[config.mk]
export PLATFORM = sky130hd
export DESIGN_NAME = mem_port_arbiter
export DESIGN_NICKNAME = d
export VERILOG_FILES = /design/src/rtl/mem_port_arbiter.sv
export SDC_FILE = /design/constraint.sdc
export NUM_CORES = 1
export LEC_CHECK = 0
export CORE_MARGIN = 3
export CORE_UTILIZATION = 42
export DETAILED_ROUTE_END_ITERATION = 8
export PLACE_DENSITY_LB_ADDON = 0.2
export SLEW_MARGIN = 20
export SYNTH_ARGS = -nofsm -noshare
export SYNTH_HDL_FRONTEND = slang
export SYNTH_SLANG_ARGS = --single-unit
export TNS_END_PERCENT = 100
[constraint.sdc]
create_clock -name clock -period 6.2 [get_ports clock]
set_input_delay 1.55 -clock clock [delete_from_list [all_inputs] [get_ports clock]]
set_output_delay 1.55 -clock clock [all_outputs]
set_load 0.02 [all_outputs]
[src/rtl/mem_port_arbiter.sv]
// mem_port_arbiter: shares one single-ported memory between fetch and the MEM stage,
// data first with a starvation guard, sequencing fixed-latency accesses.
module mem_port_arbiter #(
    parameter int LATENCY      = 2,
    parameter int STARVE_LIMIT = 4
) (
    input  logic        clock,
    input  logic        reset,
    input  logic        if_req,
    input  logic [0:31] if_addr,
    output logic [0:31] if_rdata,
    output logic        if_ready,
    input  logic        dm_req,
    input  logic        dm_we,
    input  logic [0:31] dm_addr,
    input  logic [0:31] dm_wdata,
    input  logic [0:3]  dm_be,
    output logic [0:31] dm_rdata,
    output logic        dm_ready,
    output logic        stall_fetch,
    output logic        stall_mem,
    output logic        mem_en,
    output logic        mem_we,
    output logic [0:31] mem_addr,
    output logic [0:31] mem_wdata,
    output logic [0:3]  mem_be,
    input  logic [0:31] mem_rdata
);
    typedef enum logic [1:0] {IDLE, ACCESS, RESP} state_t;
    localparam logic [3:0] LAT = 4'(LATENCY);
    localparam logic [3:0] LIM = 4'(STARVE_LIMIT);
    state_t      state_q, state_d;
    logic        owner_q, owner_d;
    logic        we_q, we_d;
    logic [3:0]  cnt_q, cnt_d, starve_q, starve_d;
    logic [0:31] addr_q, addr_d, wdata_q, wdata_d;
    logic [0:31] if_rdata_q, if_rdata_d, dm_rdata_q, dm_rdata_d;
    logic [0:3]  be_q, be_d;
    logic        data_wins;
    // fetch only overtakes data once it has watched LIM data grants in a row
    assign data_wins = dm_req & ~(if_req & (starve_q == LIM));
    always_comb begin
        state_d    = state_q;
        owner_d    = owner_q;
        we_d       = we_q;
        cnt_d      = cnt_q;
        starve_d   = starve_q;
        addr_d     = addr_q;
        wdata_d    = wdata_q;
        be_d       = be_q;
        if_rdata_d = if_rdata_q;
        dm_rdata_d = dm_rdata_q;
        unique case (state_q)
            IDLE: begin
                if (data_wins) begin
                    state_d  = ACCESS;
                    owner_d  = 1'b1;
                    addr_d   = dm_addr;
                    wdata_d  = dm_wdata;
                    be_d     = dm_be;
                    we_d     = dm_we;
                    cnt_d    = LAT;
                    starve_d = if_req ? ((starve_q < LIM) ? starve_q + 4'd1 : LIM) : 4'd0;
                end else if (if_req) begin
                    state_d  = ACCESS;
                    owner_d  = 1'b0;
                    addr_d   = if_addr;
                    be_d     = 4'b1111;
                    we_d     = 1'b0;
                    cnt_d    = LAT;
                    starve_d = 4'd0;
                end
            end
            ACCESS: begin
                cnt_d = cnt_q - 4'd1;
                if (cnt_q == 4'd1) begin
                    state_d = RESP;
                    if (owner_q) dm_rdata_d = mem_rdata;
                    else         if_rdata_d = mem_rdata;
                end
            end
            RESP:    state_d = IDLE;
            default: state_d = IDLE;
        endcase
    end
    always_ff @(posedge clock or posedge reset) begin
        if (reset) begin
            state_q    <= IDLE;
            owner_q    <= 1'b0;
            we_q       <= 1'b0;
            cnt_q      <= 4'd0;
            starve_q   <= 4'd0;
            addr_q     <= '0;
            wdata_q    <= '0;
            be_q       <= '0;
            if_rdata_q <= '0;
            dm_rdata_q <= '0;
        end else begin
            state_q    <= state_d;
            owner_q    <= owner_d;
            we_q       <= we_d;
            cnt_q      <= cnt_d;
            starve_q   <= starve_d;
            addr_q     <= addr_d;
            wdata_q    <= wdata_d;
            be_q       <= be_d;
            if_rdata_q <= if_rdata_d;
            dm_rdata_q <= dm_rdata_d;
        end
    end
    assign mem_en      = (state_q == ACCESS);
    assign mem_we      = mem_en & we_q;
    assign mem_addr    = addr_q;
    assign mem_wdata   = wdata_q;
    assign mem_be      = be_q;
    assign if_ready    = (state_q == RESP) & ~owner_q;
    assign dm_ready    = (state_q == RESP) & owner_q;
    assign if_rdata    = if_rdata_q;
    assign dm_rdata    = dm_rdata_q;
    assign stall_fetch = if_req & ~if_ready;
    assign stall_mem   = dm_req & ~dm_ready;
endmodule

==> metrics.yaml <==
p_sw_frac: 0.350
totalWireLength_um: 17300
grt_antenna_before_repair: 0
cp_num_buf_inv: 2
maxSlewHeadroom: 0.343
clk_pin_slew_ns: 0.06
setup_ws_ns: 1.65
leakagePower_nw: 3.83
layout_common_cells: "274 x clkdlybuf4s50_1, 144 x dfrtp_1, 94 x mux2_2"
vias: 4977
holdBufCountCts: 0
htreeDepth: 4
crit_slowest_cell: "clkdlybuf4s50_1"
vdd_drop_max_uv: 274
tightest_slew_ns: 0.985
syn_area_um2: 6020
routabilityCongestion: 0.785
setup_viol_count_final: 0
layout_commonest_cell: "clkdlybuf4s50_1"
place_ws_ns: 1.65
dpl.hpwl_um: 12100
rr_endpoint: "mem_wdata[26]$_DFFE_PP0P_"
pwr-share-seq: 0.314
crit_path_max_incr_delay_ns: 0.64
die_h_um: 126
critPathMostFrequentCell: "clkdlybuf4s50_1"
max_freq_ghz: 0.220
drc_errors: 0
drive_gt1_frac: 0.190
drtAntennaViolNets: 0
row_count: 43
cp_top_family: "buffers and inverters"
path_max_fanout: 7
r2r_slack_ns: 3.42
drv_slew: 0
synthCells: 465
synth-edff-count: 0
critPathArrivalTime_ns: 3.00
postSynthAreaPerCell_um2: 13.0
power_density_nw_per_um2: 555
seq_area_frac_synth: 0.598
period_share: 0.734
diodes: 0
area_growth_pct: 58.6
yosysTopAreaCell: "dfrtp_1"
cts_resized: 0
rsz0062_at_grt: "no"
grt_max_degree: 111
dr.pass1.iters: 5
cts_tree: "yes"
gr-total-overflow: 0
coreArea_um2: 13900
initial_utilization: 0.432
syn_nets: 606
hold_viol: 0
setup_tns_ns: 0
crit_end: "stall_fetch"
synth_top_area_share: 0.598
cts_buffer_depth: 2
hold_depth: 1
status: "completed"
start_kind: "primary input"
yosys_warnings: 0
ys_top_cells_by_area: "dfrtp_1 60%, mux2_2 18%, o211ai_1 4.2%"
die_x_um: 126
grt_pass1_vias: 5360
port-buffer-count: 274
pwr-share-clk: 0.220
ff2ff_path_depth: 4
fin_skew_ns: 0.00742
grt_pass1_wl_um: 28000
hold_path_class: "flop to flop"
worstPathRequired_ns: 4.65
dieArea_um2: 15800
yosys_most_used_dff: "dfrtp_1"
clock_sinks: 144
synthArstFlopShare: 1.00
ys_ff_latch: 144
final_nets: 865
grt_use_met1: 0.256
top_usage_layer: "met2"
internal_power_mw: 3.44
combPwrFrac: 0.466
drtIter0Drc: 264
rr_startpoint: "state_q[0]$_DFFE_PP0P_"
cts_root_buf: "clkbuf_16"
cts_setup_buffers: 0
ioPinCount: 275
synth_cell_type_count: 37
use_met2: 0.379
criticalPathCategory: "primary input to output pin"
drt-wirelength-per-cell_um: 18.9
p_sw_mw: 1.85
cts_made_buffers: 17
path_cells: "clkdlybuf4s50_1, nor2b_1, clkdlybuf4s50_1"
crit_cells: 3
critPathLaunch: "if_req"
maxCapViolations: 0
grtUsageTotal: 0.220
met3_usage: 0.0734
clock_latency_ns: 0.41
cp-end-kind: "output pin"
fin_crit_ns: 4.55
vias_per_cell: 5.43
power by group through the flow:
stage	registers (mW)	clock network, mW	logic [mW]
floorplan	2.18	0	0.769
global placement	1.64	0	2.43
detailed placement	1.67	0	2.49
CTS	1.66	1.19	2.49
global route	1.72	1.23	2.62
finish	1.66	1.17	2.47
worst reg2reg max path: cells and delay by family, from the launching register on:
kind	cells	cell delay, ns
muxes	1	0.61
DFF	1	0.46
and+or+nand+nor	2	1.08
buffers and inverters	1	0.52
sequential cells by signal, summed over array words and instances (netlist names):
register	flops
mem_wdata	32
state_q	2
mem_be	4
mem_addr	32
starve_q	4
cnt_q	4
if_rdata	32
owner_q	1
dm_rdata	32
we_q	1
worst min-delay path by stage:
stage	start	to	slack [ns]
floorplan	we_q$_DFFE_PP0P_	we_q$_DFFE_PP0P_	0.46
global placement	we_q$_DFFE_PP0P_	we_q$_DFFE_PP0P_	0.47
detailed placement	we_q$_DFFE_PP0P_	we_q$_DFFE_PP0P_	0.48
CTS	we_q$_DFFE_PP0P_	we_q$_DFFE_PP0P_	0.49
global route	if_rdata[27]$_DFFE_PP0P_	if_rdata[27]$_DFFE_PP0P_	0.51
finish	we_q$_DFFE_PP0P_	we_q$_DFFE_PP0P_	0.49
cell families after synthesis:
| family | Yosys count | synth area share |
|---|---|---|
| AND/OR/NAND/NOR | 93 | 0.0900 |
| flip-flops | 144 | 0.598 |
| buffers and inverters | 46 | 0.0351 |
| multiplexers | 96 | 0.180 |
| adder cells (fa/ha/maj) | 4 | 0.00831 |
| AO/OA/AOI/OAI | 80 | 0.0858 |
| XOR/XNOR | 2 | 0.00291 |
final cells by class:
cell class | count | area (um2)
fill | 995 | 4380
sequential | 144 | 3600
timing repair buffer | 280 | 2790
multi-input combinational | 275 | 2230
clock buffer | 22 | 474
tap | 180 | 225
clock inverter | 9 | 204
inverter | 6 | 27.5
synth_stat cells (all sizes together) (2+ instances only):
library cell and instances:
o211ai 34, nor3b 2, or2 2, clkbuf 21, dfrtp 144, o22a 4, nor3 2, nand2 2
o21ai 36, nand3 36, ha 4, nor2b 2, nor2 7, o22ai 2, and2 3, inv 6
nand4 32, mux2 96, buf 19
per-stage QoR:
step / instances / hold WS (ns) / power, mW / area, um2 / util
4_1_cts: 916 / 0.490 / 5.34 / 9550 / 0.685
3_5_place_dp: 885 / 0.477 / 4.16 / 8870 / 0.637
2_1_floorplan: 465 / 0.458 / 2.95 / 6020 / -
5_1_grt: 916 / 0.511 / 5.57 / 9550 / 0.685
3_3_place_gp: 885 / 0.466 / 4.08 / 8870 / 0.636
6_report: 916 / 0.485 / 5.30 / 9550 / 0.685
per-layer routing:
metal	share of wire	up-vias
met5	0	-
met4	0.021	0
met3	0.088	29
met2	0.51	248
met1	0.38	2463
li1	-	2237
Note: power is estimated with default switching activity, not from simulation.
==> patch: new RTL, config.mk and constraints unchanged <==
`wdata_q` no longer has a reset.
--- a/src/rtl/mem_port_arbiter.sv
+++ b/src/rtl/mem_port_arbiter.sv
@@ -93,3 +93,2 @@
             addr_q     <= '0;
-            wdata_q    <= '0;
             be_q       <= '0;
@@ -104,3 +103,2 @@
             addr_q     <= addr_d;
-            wdata_q    <= wdata_d;
             be_q       <= be_d;
@@ -109,2 +107,6 @@
         end
+    end
+
+    always_ff @(posedge clock) begin
+        wdata_q <= wdata_d;
     end
Check against the original RTL: not equivalent (Yosys sat finds a counterexample within 4 cycles, from zero or initial values and one cycle with reset high).
==> patch against the unedited design <==
  * Total power is 12% lower
  * Cell area is 3.0% lower
  * Sequential cell count stayed put
  * Wire length is 5.1% lower
  * Area after synthesis is 3.6% lower
  * Sequential power is 4% lower
  * Setup slack better by 22 ps
  * Synthesized cell count is 7.7% lower
  * Clock skew is 1.9 ps lower
==> patch: results (changes against the unedited design) <==
| Metric | Value |
|---|---|
| Outcome | `finished clean` |
| Layout Nets | `832 (-3.8%)` |
| Detailed Place HPWL | `11.7 mm (-2.9%)` |
| Slew HR | `0.311 (-0.0323)` |
| RD Place Congestion | `0.797 (+1.5%)` |
| Vias per Instance | `5.29 (-2.6%)` |
| Final Non-Filler Cells | `879 (-4.0%)` |
| Layout Skew | `5.52 ps (-1.91 ps)` |
| EDFF count, synth | `32 (+32)` |
| Number of buffers added for setup after CTS | `0 (unchanged)` |
| Worst Path Arrival | `2980 ps (-20 ps)` |
| Layout cells sized above 1 | `0.152 (-0.0380)` |
| VDD IR max | `0.245 mV (-11%)` |
| Reg clk slew, reported paths | `~50 ps` |
| Tot GR Track Use | `0.214 (-0.00562)` |
| Synth top area cells | `dfrtp_1 48%, edfxtp_1 17%, mux2_2 12%` |
| Critical path fanouts, max | `7 (unchanged)` |
| Worst-Skew Late Latency | `about 400 ps` |
| Largest net degree at the start of global routing | `66 (-41%)` |
| Leading cell types by count after synthesis | `112 x dfrtp_1, 62 x mux2_2, 35 x nand3_1, 35 x o21ai_0, 34 x o211ai_1` |
| Pre-CTS WS | `1720 ps (+73.8 ps)` |
| # H-tree levels | `4 (unchanged)` |
| Sequential area share after synthesis | `0.649 (+0.0502)` |
| Library cells used by synthesis | `38 (+2.7%)` |
| Dpl cells | `848 (-4.2%)` |
| Post-synth top flop | `dfrtp_1` |
| Ys async rst share | `0.778 (-0.222)` |
| Mean Syn Cell Area | `13.5 um2 (+4.5%)` |
| DRT iter0 DRCs | `285 (+8.0%)` |
| PostCTS Resize Cnt | `0 (unchanged)` |
| Worst Hold Class | `register to register` |
| Root Driver | `clkbuf_16` |
| Synth warnings | `0 (unchanged)` |
| First-pass GRT wire length | `25.2 mm (-10%)` |
| Largest stage delay on the critical path | `650 ps` |
| Vias in the first global route | `4,802 (-10%)` |
| Leak | `3.59 nW (-6.3%)` |
| IO buf count | `274 (unchanged)` |
| Wire per inst | `18.7 um (-1.1%)` |
| Initial antenna violation count | `0 (unchanged)` |
| Sw power | `1.62 mW (-13%)` |
| First-pass detailed-route iteration total | `5 (unchanged)` |
| Syn Nets | `570 (-5.9%)` |
| Crit-path leading delay family | `buffers and inverters` |
| Antenna Cells | `0 (unchanged)` |
| Fill count | `960 (-3.5%)` |
| Max Buffers Root-to-Sink | `2 (unchanged)` |
patch: layout make-up:
cell class,instances,area share
Sequential cell,144,0.406
Tap cell,176,0.0238
Inverter,7,0.00311
Clock inverter,7,0.00743
Multi-Input combinational cell,242,0.201
Clock buffer,24,0.0589
Timing Repair Buffer,279,0.300
patch: path summary, 6_finish.rpt:
| kind | startpoint | endpoint | slack [ps] | cells past startpoint |
|---|---|---|---|---|
| worst max-delay path | if_req | stall_fetch | 1670 | 3 |
| max in group asynchronous | reset | mem_addr[30] | 3380 | 3 |
| worst min register to register | if_rdata[7] | if_rdata[7] | 490 | 1 |
| worst min-delay path | if_rdata[7] | if_rdata[7] | 490 | 1 |
| min in group asynchronous | reset | dm_rdata[25] | 1650 | 2 |
| worst max register to register | cnt_q[1] | dm_rdata[7] | 3790 | 5 |
patch: per-layer routing:
layer | vias up | GRT usage | share of wire | routed length [um]
met5 | - | 0 | 0 | 0
met4 | 0 | 0.0609 | 0.017 | 272
met3 | 21 | 0.0723 | 0.092 | 1510
met2 | 231 | 0.371 | 0.51 | 8400
met1 | 2268 | 0.255 | 0.38 | 6220
li1 | 2131 | - | - | -
patch: power groups by stage:
| stage | Combinational, mW | Sequential (mW) | Clock (mW) |
|---|---|---|---|
| after floorplan | 0.646 | 2.02 | 0 |
| after global placement | 2.04 | 1.58 | 0 |
| after detailed placement | 2.08 | 1.60 | 0 |
| after CTS | 2.09 | 1.59 | 1.04 |
| after global routing | 2.21 | 1.64 | 1.09 |
| final | 2.06 | 1.59 | 1.02 |
patch: cells by family after synthesis:
kind of cell,share of synthesized area
AO/OA/AOI/OAI,0.0893
flip-flops,0.649
buffers and inverters,0.0336
XOR/XNOR,0.00302
adder cells (fa/ha/maj),0.00862
AND/OR/NAND/NOR,0.0927
multiplexers,0.124
patch: per-stage QoR:
| step | util | area (um2) | power, mW |
|---|---|---|---|
| 3_3_place_gp | 0.645 | 8650 | 3.62 |
| 2_1_floorplan | - | 5800 | 2.66 |
| 5_1_grt | 0.692 | 9270 | 4.94 |
| 4_1_cts | 0.691 | 9260 | 4.72 |
| 6_report | 0.692 | 9270 | 4.67 |
| 3_5_place_dp | 0.645 | 8650 | 3.68 |
